File: config.mk
export PLATFORM = sky130hd
export DESIGN_NAME = rx_byte_fifo_flat
export DESIGN_NICKNAME = d
export VERILOG_FILES = /design/src/rtl/rx_byte_fifo_if.sv /design/src/rtl/rx_byte_fifo.sv /design/src/flat_wrapper.sv
export SDC_FILE = /design/constraint.sdc
export NUM_CORES = 1
export LEC_CHECK = 0
export BUFFER_PORTS_ARGS = -buffer_cell sky130_fd_sc_hd__buf_2
export CAP_MARGIN = 10
export CORE_AREA = 2 2 121 88
export DETAILED_ROUTE_END_ITERATION = 8
export DIE_AREA = 0 0 123 90
export PLACE_DENSITY = 0.5
export SLEW_MARGIN = 20
export SYNTH_ARGS = -nofsm -noshare
export SYNTH_HDL_FRONTEND = slang
export SYNTH_SLANG_ARGS = --single-unit
File: constraint.sdc
create_clock -name CLK -period 1.93 [get_ports CLK]
set_clock_uncertainty 0.15 [all_clocks]
set_input_delay 0 -clock CLK [delete_from_list [all_inputs] [get_ports CLK]]
set_output_delay 0 -clock CLK [all_outputs]
set_load 0.01 [all_outputs]
File: src/rtl/rx_byte_fifo_if.sv
// Byte-stream bus between the UART receiver / consumer and the receive FIFO.
interface rx_byte_fifo_if #(
  parameter int DATA_WIDTH = 8,
  parameter int ADDR_WIDTH = 3
);
  logic                  Data_Valid;
  logic [DATA_WIDTH-1:0] P_DATA;
  logic                  RD_EN;
  logic                  OVF_CLR;
  logic [DATA_WIDTH-1:0] RD_DATA;
  logic                  RD_VALID;
  logic                  EMPTY;
  logic                  FULL;
  logic [ADDR_WIDTH:0]   COUNT;
  logic                  OVERFLOW;

  // receiver + consumer side
  modport master (
    output Data_Valid, P_DATA, RD_EN, OVF_CLR,
    input  RD_DATA, RD_VALID, EMPTY, FULL, COUNT, OVERFLOW
  );

  // FIFO side
  modport slave (
    input  Data_Valid, P_DATA, RD_EN, OVF_CLR,
    output RD_DATA, RD_VALID, EMPTY, FULL, COUNT, OVERFLOW
  );
endinterface

File: src/rtl/rx_byte_fifo.sv
// Circular receive FIFO behind the UART receiver. Registered read port with
// one-cycle latency, registered fill level / flags, sticky overflow.
module rx_byte_fifo #(
  parameter int DATA_WIDTH = 8,
  parameter int DEPTH      = 8,
  parameter int ADDR_WIDTH = 3
) (
  input  logic CLK,
  input  logic RST,
  rx_byte_fifo_if.slave bus
);
  localparam logic [ADDR_WIDTH:0] CNT_FULL = (ADDR_WIDTH+1)'(DEPTH);

  logic [DATA_WIDTH-1:0] mem [DEPTH];
  logic [ADDR_WIDTH-1:0] wr_ptr, rd_ptr;
  logic [ADDR_WIDTH:0]   count_q, count_nxt;
  logic                  empty_q, full_q;
  logic [DATA_WIDTH-1:0] rd_data_q;
  logic                  rd_valid_q;
  logic                  ovf_q;
  logic                  rd_acc, wr_acc, ovf_evt;

  // A full FIFO still takes a write when a read frees a slot in the same cycle;
  // an empty FIFO never reads, so a same-cycle write does not fall through.
  assign rd_acc  = bus.RD_EN & ~empty_q;
  assign wr_acc  = bus.Data_Valid & (~full_q | rd_acc);
  assign ovf_evt = bus.Data_Valid & full_q & ~rd_acc;

  // next fill level
  always_comb begin
    count_nxt = count_q;
    if (wr_acc && !rd_acc)      count_nxt = count_q + 1'b1;
    else if (rd_acc && !wr_acc) count_nxt = count_q - 1'b1;
  end

  // storage: no reset, contents are meaningless until written
  always_ff @(posedge CLK) begin
    if (wr_acc) mem[wr_ptr] <= bus.P_DATA;
  end

  // pointers, fill level and flags
  always_ff @(posedge CLK) begin
    if (!RST) begin
      wr_ptr  <= '0;
      rd_ptr  <= '0;
      count_q <= '0;
      empty_q <= 1'b1;
      full_q  <= 1'b0;
    end else begin
      if (wr_acc) wr_ptr <= wr_ptr + ADDR_WIDTH'(1);
      if (rd_acc) rd_ptr <= rd_ptr + ADDR_WIDTH'(1);
      count_q <= count_nxt;
      empty_q <= (count_nxt == '0);
      full_q  <= (count_nxt == CNT_FULL);
    end
  end

  // registered read port; data holds between reads
  always_ff @(posedge CLK) begin
    if (!RST) begin
      rd_data_q  <= '0;
      rd_valid_q <= 1'b0;
    end else begin
      rd_valid_q <= rd_acc;
      if (rd_acc) rd_data_q <= mem[rd_ptr];
    end
  end

  // sticky overflow; a drop in the same cycle as a clear keeps it set
  always_ff @(posedge CLK) begin
    if (!RST)             ovf_q <= 1'b0;
    else if (ovf_evt)     ovf_q <= 1'b1;
    else if (bus.OVF_CLR) ovf_q <= 1'b0;
  end

  assign bus.RD_DATA  = rd_data_q;
  assign bus.RD_VALID = rd_valid_q;
  assign bus.EMPTY    = empty_q;
  assign bus.FULL     = full_q;
  assign bus.COUNT    = count_q;
  assign bus.OVERFLOW = ovf_q;
endmodule

File: src/flat_wrapper.sv
// flat-port wrapper written by rule: the top's interface ports become plain ports
module rx_byte_fifo_flat 
#(
  parameter int DATA_WIDTH = 8,
  parameter int DEPTH      = 8,
  parameter int ADDR_WIDTH = 3
)
  (CLK, RST, bus_Data_Valid, bus_P_DATA, bus_RD_EN, bus_OVF_CLR, bus_RD_DATA, bus_RD_VALID, bus_EMPTY, bus_FULL, bus_COUNT, bus_OVERFLOW);
  rx_byte_fifo_if #(.DATA_WIDTH(DATA_WIDTH), .ADDR_WIDTH(ADDR_WIDTH)) bus_i ();
  input  logic CLK;
  input  logic RST;
  input wire logic [$bits(bus_i.Data_Valid)-1:0] bus_Data_Valid;
  input wire logic [$bits(bus_i.P_DATA)-1:0] bus_P_DATA;
  input wire logic [$bits(bus_i.RD_EN)-1:0] bus_RD_EN;
  input wire logic [$bits(bus_i.OVF_CLR)-1:0] bus_OVF_CLR;
  output wire logic [$bits(bus_i.RD_DATA)-1:0] bus_RD_DATA;
  output wire logic [$bits(bus_i.RD_VALID)-1:0] bus_RD_VALID;
  output wire logic [$bits(bus_i.EMPTY)-1:0] bus_EMPTY;
  output wire logic [$bits(bus_i.FULL)-1:0] bus_FULL;
  output wire logic [$bits(bus_i.COUNT)-1:0] bus_COUNT;
  output wire logic [$bits(bus_i.OVERFLOW)-1:0] bus_OVERFLOW;
  assign bus_i.Data_Valid = bus_Data_Valid;
  assign bus_i.P_DATA = bus_P_DATA;
  assign bus_i.RD_EN = bus_RD_EN;
  assign bus_i.OVF_CLR = bus_OVF_CLR;
  assign bus_RD_DATA = bus_i.RD_DATA;
  assign bus_RD_VALID = bus_i.RD_VALID;
  assign bus_EMPTY = bus_i.EMPTY;
  assign bus_FULL = bus_i.FULL;
  assign bus_COUNT = bus_i.COUNT;
  assign bus_OVERFLOW = bus_i.OVERFLOW;
  rx_byte_fifo #(.DATA_WIDTH(DATA_WIDTH), .DEPTH(DEPTH), .ADDR_WIDTH(ADDR_WIDTH)) u_core (.CLK(CLK), .RST(RST), .bus(bus_i));
endmodule
* Word-level counts from Yosys, hierarchy flattened
Memory sizes are Yosys's and may differ from the RTL's. A register that Yosys moved wholly into a read port is not among the register bits.
Cells that the tools add are included.
** Storage, ports and cells
- Word-level logic and storage cells :: 34
- Memories kept :: 1
- Memory bits (writable) :: 64
- Bits of input ports :: 13
- Flip-flop bits (word level) :: 14
** Operators by class
- Add/sub/neg operators :: 4
- Muxes and demuxes :: 6
- Equal/unequal tests :: 1
- Reductions and logical operators :: 7
- Bitwise operators :: 8
** Memories
- u_core.mem :: words 8, bits a word 8, read ports 1, clocked after memory_dff 1, write ports 1, line rx_byte_fifo.sv:14 : logic [DATA_WIDTH-1:0] mem [DEPTH];
** Operator list (count)
- $mux W4 :: 2
- $add A3 B1 Y3 const B :: 2
- $add A4 B1 Y4 const B :: 1
- $and A1 B1 Y1 :: 4
- $eq A4 B4 Y1 const B :: 1
- $logic_not A4 Y1 :: 1
- $mux W1 :: 4
- $sub A4 B1 Y4 const B :: 1
- $logic_not A1 Y1 :: 3
- $not A1 Y1 :: 3
- $logic_and A1 B1 Y1 :: 2
- $reduce_bool A2 Y1 :: 1
- $or A1 B1 Y1 :: 1

* Depth between registers and ports, before layout
- Depth after elaboration :: 9
- Depth in mapped cells :: 7
- Depth with buffers taken out :: 7

* Worst setup path after synthesis
No wires, ideal clock.
- Kind :: register -> register
- From :: register u_core.empty_q, in the netlist u_core.bus.EMPTY
- To :: memory u_core.mem[0][0], enable pin
- Library setup time :: 0.383 ns
- Path slack :: -0.204 ns
- Required time :: 1.397 ns
- Stages on the path, launching flop included :: 6
- Arrival :: 1.601 ns
- Cells stage by stage :: dfxtp_1 -> nand2b_1 -> buf_2 -> a21boi_2 -> nand2b_1 -> nor3_1
** On the way
- Cells in the longest elaborated chain, start to end :: 6
** RTL lines
- start, declared :: line rx_byte_fifo.sv:17 : logic empty_q, full_q;
- start signal, assigned :: line rx_byte_fifo.sv:53 : empty_q <= (count_nxt == '0);
- $not A1 Y1 :: line rx_byte_fifo.sv:25 : assign rd_acc = bus.RD_EN & ~empty_q;
- $and A1 B1 Y1 :: line rx_byte_fifo.sv:25
- $or A1 B1 Y1 :: line rx_byte_fifo.sv:26 : assign wr_acc = bus.Data_Valid & (~full_q | rd_acc);
- $and A1 B1 Y1 :: line rx_byte_fifo.sv:26
- $mux W1 :: line rx_byte_fifo.sv:38 : if (wr_acc) mem[wr_ptr] <= bus.P_DATA;
- $mux W1 (implied by the code) :: line rx_byte_fifo.sv:38
- end, declared :: line rx_byte_fifo.sv:14
No other way between the ends.

* Worst setup path after layout
- From :: register u_core.count_q[0], in the netlist u_core.bus.COUNT[0]
- To :: register u_core.full_q, in the netlist u_core.bus.FULL
** On the way
- Cells in the longest elaborated chain, start to end :: 4
** RTL lines
- start, declared :: line rx_byte_fifo.sv:16 : logic [ADDR_WIDTH:0] count_q, count_nxt;
- start signal, assigned :: line rx_byte_fifo.sv:52 : count_q <= count_nxt;
- $sub A4 B1 Y4 :: line rx_byte_fifo.sv:33 : else if (rd_acc && !wr_acc) count_nxt = count_q - 1'b1;
- $mux W4 :: line rx_byte_fifo.sv:33
- $mux W4 (*) :: line rx_byte_fifo.sv:32 : if (wr_acc && !rd_acc) count_nxt = count_q + 1'b1;
- $eq A4 B4 Y1 (*) :: line rx_byte_fifo.sv:54 : full_q <= (count_nxt == CNT_FULL);
- end signal, assigned :: line rx_byte_fifo.sv:54
- end, declared :: line rx_byte_fifo.sv:17
Mark *: on every way between the ends. The rest lies on a longest branch, timed or not.
A chain may end at the register's enable or synchronous reset.

==> results.py <==
metrics = {
    "status": {
        "status": "complete, no violations",
    },
    "clock_tree": {
        "clockBufferDepth": 2,
        "cts-root-buf": "clkbuf_16",
        "htreeDepth": 3,
        "post-cts-setup-buffers": 0,
        "numCtsBuffers": 9,
        "clock_latency_ns": 0.33,
        "clock_sinks": 86,
        "path_clk_slew_ns": 0.06,
        "cts_tree": "done",
    },
    "worst_setup_path": {
        "end_kind": "flip-flop",
        "max_stage_delay_ns": 0.46,
        "worstPathArrival_ns": 1.92,
        "worstSetupPathType": "flip-flop to flip-flop",
        "slowest_stage": "dfxtp_1",
        "crit_required_ns": 2.06,
        "critPathMaxFanout": 7,
        "worstPathCellList": "inv_1, ha_1, or3_1, a31oi_1, and2_1",
        "start_kind": "flip-flop",
    },
    "synth": {
        "seq_area_frac_synth_pct": 70.0,
        "synthCells": 207,
        "synth.avg_cell_area_sq_um": 16.3,
        "synth_top_family_by_area": "multiplexers",
        "synth-xor-area-share_pct": 1.30,
        "post_synth_num_cell_types": 33,
        "synth_compound_area_share_pct": 4.97,
        "yosys.area_share.simple_pct": 6.86,
        "yosys_warnings": 0,
        "synth_edf_count": 64,
        "synth_fp_nets": 224,
        "netlist_area_sq_mm": 0.00337,
        "synth_seq_cells": 86,
        "synth-async-reset-ratio_pct": 0,
        "synthAdderAreaFrac_pct": 1.48,
        "synthFlopType": "edfxtp_1",
        "synthMuxAreaShare_pct": 13.4,
    },
    "grt": {
        "grt-ovfl-total": 0,
        "antenna_found_initial": 0,
        "busiest_layer": "met1",
        "grt_pass1_wl_mm": 10.3,
        "grt_max_degree": 19,
        "track_usage_pct": 13.2,
        "use_met3_pct": 6.47,
        "grt_pass1_vias": 1799,
        "met2_usage_pct": 17.9,
        "grt_util_met1_pct": 18.5,
    },
    "hold_path": {
        "hold_path_class": "input pin to flip-flop",
    },
    "layout": {
        "post-route-util_pct": 42.1,
        "fin_nets": 285,
        "layout-drive-gt1-share_pct": 30.4,
        "synthToLayoutAreaGrowth_pct": 25.0,
        "fillerInstances": 908,
        "n_antenna_cell": 0,
    },
    "detailed_routing": {
        "ant_nets": 0,
        "wl_mm": 6.60,
        "num_vias": 1928,
        "dr.pass1.iters": 4,
        "vias_per_cell": 4.76,
        "drt_iter0_markers": 179,
        "wire_per_inst_um": 16.3,
        "drc": 0,
    },
    "timing": {
        "finalSetupViolations": 0,
        "slew_violations": 0,
        "finalCritPeriodShare_pct": 92.9,
        "timing.hold.ws_ns": 0.0236,
        "period_needed_ns": 1.79,
        "tightest_slew_ns": 0.591,
        "rsz0062_at_grt": "false",
        "fin_ws_ns": 0.138,
        "maxSlewHeadroom_pct": 60.5,
        "final_hold_viol_count": 0,
        "fmax_mhz": 558,
        "setup_tns_ns": 0,
    },
    "place": {
        "routabilityCongestion": 0.758,
        "port_buffers": 28,
        "pre_cts_ws_ns": 0.162,
        "dp_hpwl_mm": 4.51,
    },
    "die": {
        "die_w_um": 123,
        "initial_core_util_pct": 33.7,
        "fp.dieH_um": 90,
        "rows": 31,
        "dieArea_sq_mm": 0.0111,
        "ios": 29,
        "core_area_sq_mm": 0.0100,
    },
    "power": {
        "ir_worst_vdd_uv": 537,
        "leakagePower_nw": 1.48,
        "power.density_mw_per_mm2": 1100,
        "fin_total_pwr_mw": 4.62,
    },
    "flow_run": {
        "maxCapViolations": 0,
    },
}
[worst paths after layout]
check                                  from                        endpoint  cells past startpoint  slack, ns
max          u_core.bus.COUNT[0]$_SDFF_PN0_      u_core.bus.FULL$_SDFF_PN0_                      5       0.14
min reg2reg   u_core.wr_ptr[0]$_SDFFE_PN0P_   u_core.wr_ptr[0]$_SDFFE_PN0P_                      2       0.37
max reg2reg  u_core.bus.COUNT[0]$_SDFF_PN0_      u_core.bus.FULL$_SDFF_PN0_                      5       0.14
min                          bus_Data_Valid  u_core.bus.COUNT[0]$_SDFF_PN0_                      4       0.02
[sequential cells by signal, summed over array words and instances, names as in the netlist]
| name | count |
|---|---|
| u_core.bus.EMPTY | 1 |
| u_core.wr_ptr | 3 |
| u_core.bus.FULL | 1 |
| u_core.bus.RD_VALID | 1 |
| u_core.mem | 64 |
| u_core.rd_ptr | 3 |
| u_core.bus.RD_DATA | 8 |
| u_core.bus.OVERFLOW | 1 |
| u_core.bus.COUNT | 4 |
[critical path, delay by kind of cell, from the launching register on]
family / cells / cell delay (ns)
AOI/OAI and AO/OA: 1 / 0.20
buffers and inverters: 1 / 0.09
and+or+nand+nor: 2 / 0.49
DFF: 1 / 0.46
adders and majority gates: 1 / 0.35
[cells in the final DEF, fill, tap and decap left out, types with 3 or more instances in the layout]
cell / count
edfxtp_1: 64
buf_2: 28
dfxtp_1: 22
nor2_1: 18
buf_4: 17
mux4_2: 16
o21ai_0: 12
dlygate4sd3_1: 12
a21oi_1: 10
mux2i_1: 9
clkbuf_16: 9
nand2_1: 6
nand2b_1: 5
inv_1: 4
ha_1: 4
xnor2_1: 3
nand3_1: 3
clkinvlp_4: 3
[stage by stage]
step	std cells	cell area (sq um)
after floorplan	207	3380
after global placement	377	3800
after detailed placement	377	3800
after CTS	405	4220
after global routing	405	4220
final	405	4220
[cell type report]
type | count | area, sq um | share of cell area, %
Timing Repair Buffer | 59 | 428 | 10.2
Sequential cell | 86 | 2360 | 56.0
Multi-Input combinational cell | 108 | 953 | 22.6
Tap cell | 132 | 165 | 3.92
Clock buffer | 10 | 229 | 5.43
Inverter | 4 | 15.0 | 0.356
Clock inverter | 6 | 62.6 | 1.48
[synthesized netlist by cell type (2+ instances only)]
cell      count  area share [%]
a21oi_1      10             1.5
a31oi_1       2            0.37
and2_1        2            0.37
buf_2         3            0.44
buf_6         2            0.67
clkbuf_1      4            0.44
dfxtp_1      22              13
edfxtp_1     64              57
ha_1          4             1.5
inv_1         4            0.44
mux2i_1       9             2.7
mux4_2       16              11
nand2_1       6            0.67
nand2b_1      5            0.93
nand3_1       3            0.44
nand3b_1      2            0.44
nor2_1       18             2.0
nor3_1        2            0.30
o21ai_0      12             1.8
xnor2_1       3            0.78
xor2_1        2            0.52
[cell families after synthesis]
group / count (synthesis)
AO/OA/AOI/OAI: 29
AND/OR/NAND/NOR: 45
XOR/XNOR: 5
multiplexers: 25
buffers and inverters: 13
adder cells (fa/ha/maj): 4
flip-flops: 86
[timing repair]
action | CTS | global route
gates resized for setup | 0 | 0
hold endpoints to repair | 75 | 0
hold buffers | 12 | 0
[where the power goes]
part | switching (mW) | total, mW | internal, mW
clock | 0.656 | 1.65 | 0.996
combinational | 0.387 | 0.775 | 0.388
sequential | 0.0878 | 2.20 | 2.11
[metal layers]
layer | vias up | part of all wire, %
li1 | 914 | -
met1 | 964 | 50
met2 | 46 | 44
met3 | 4 | 5.9
met4 | 0 | 0.77
met5 | - | 0
Power figures use the tool's default switching activity.
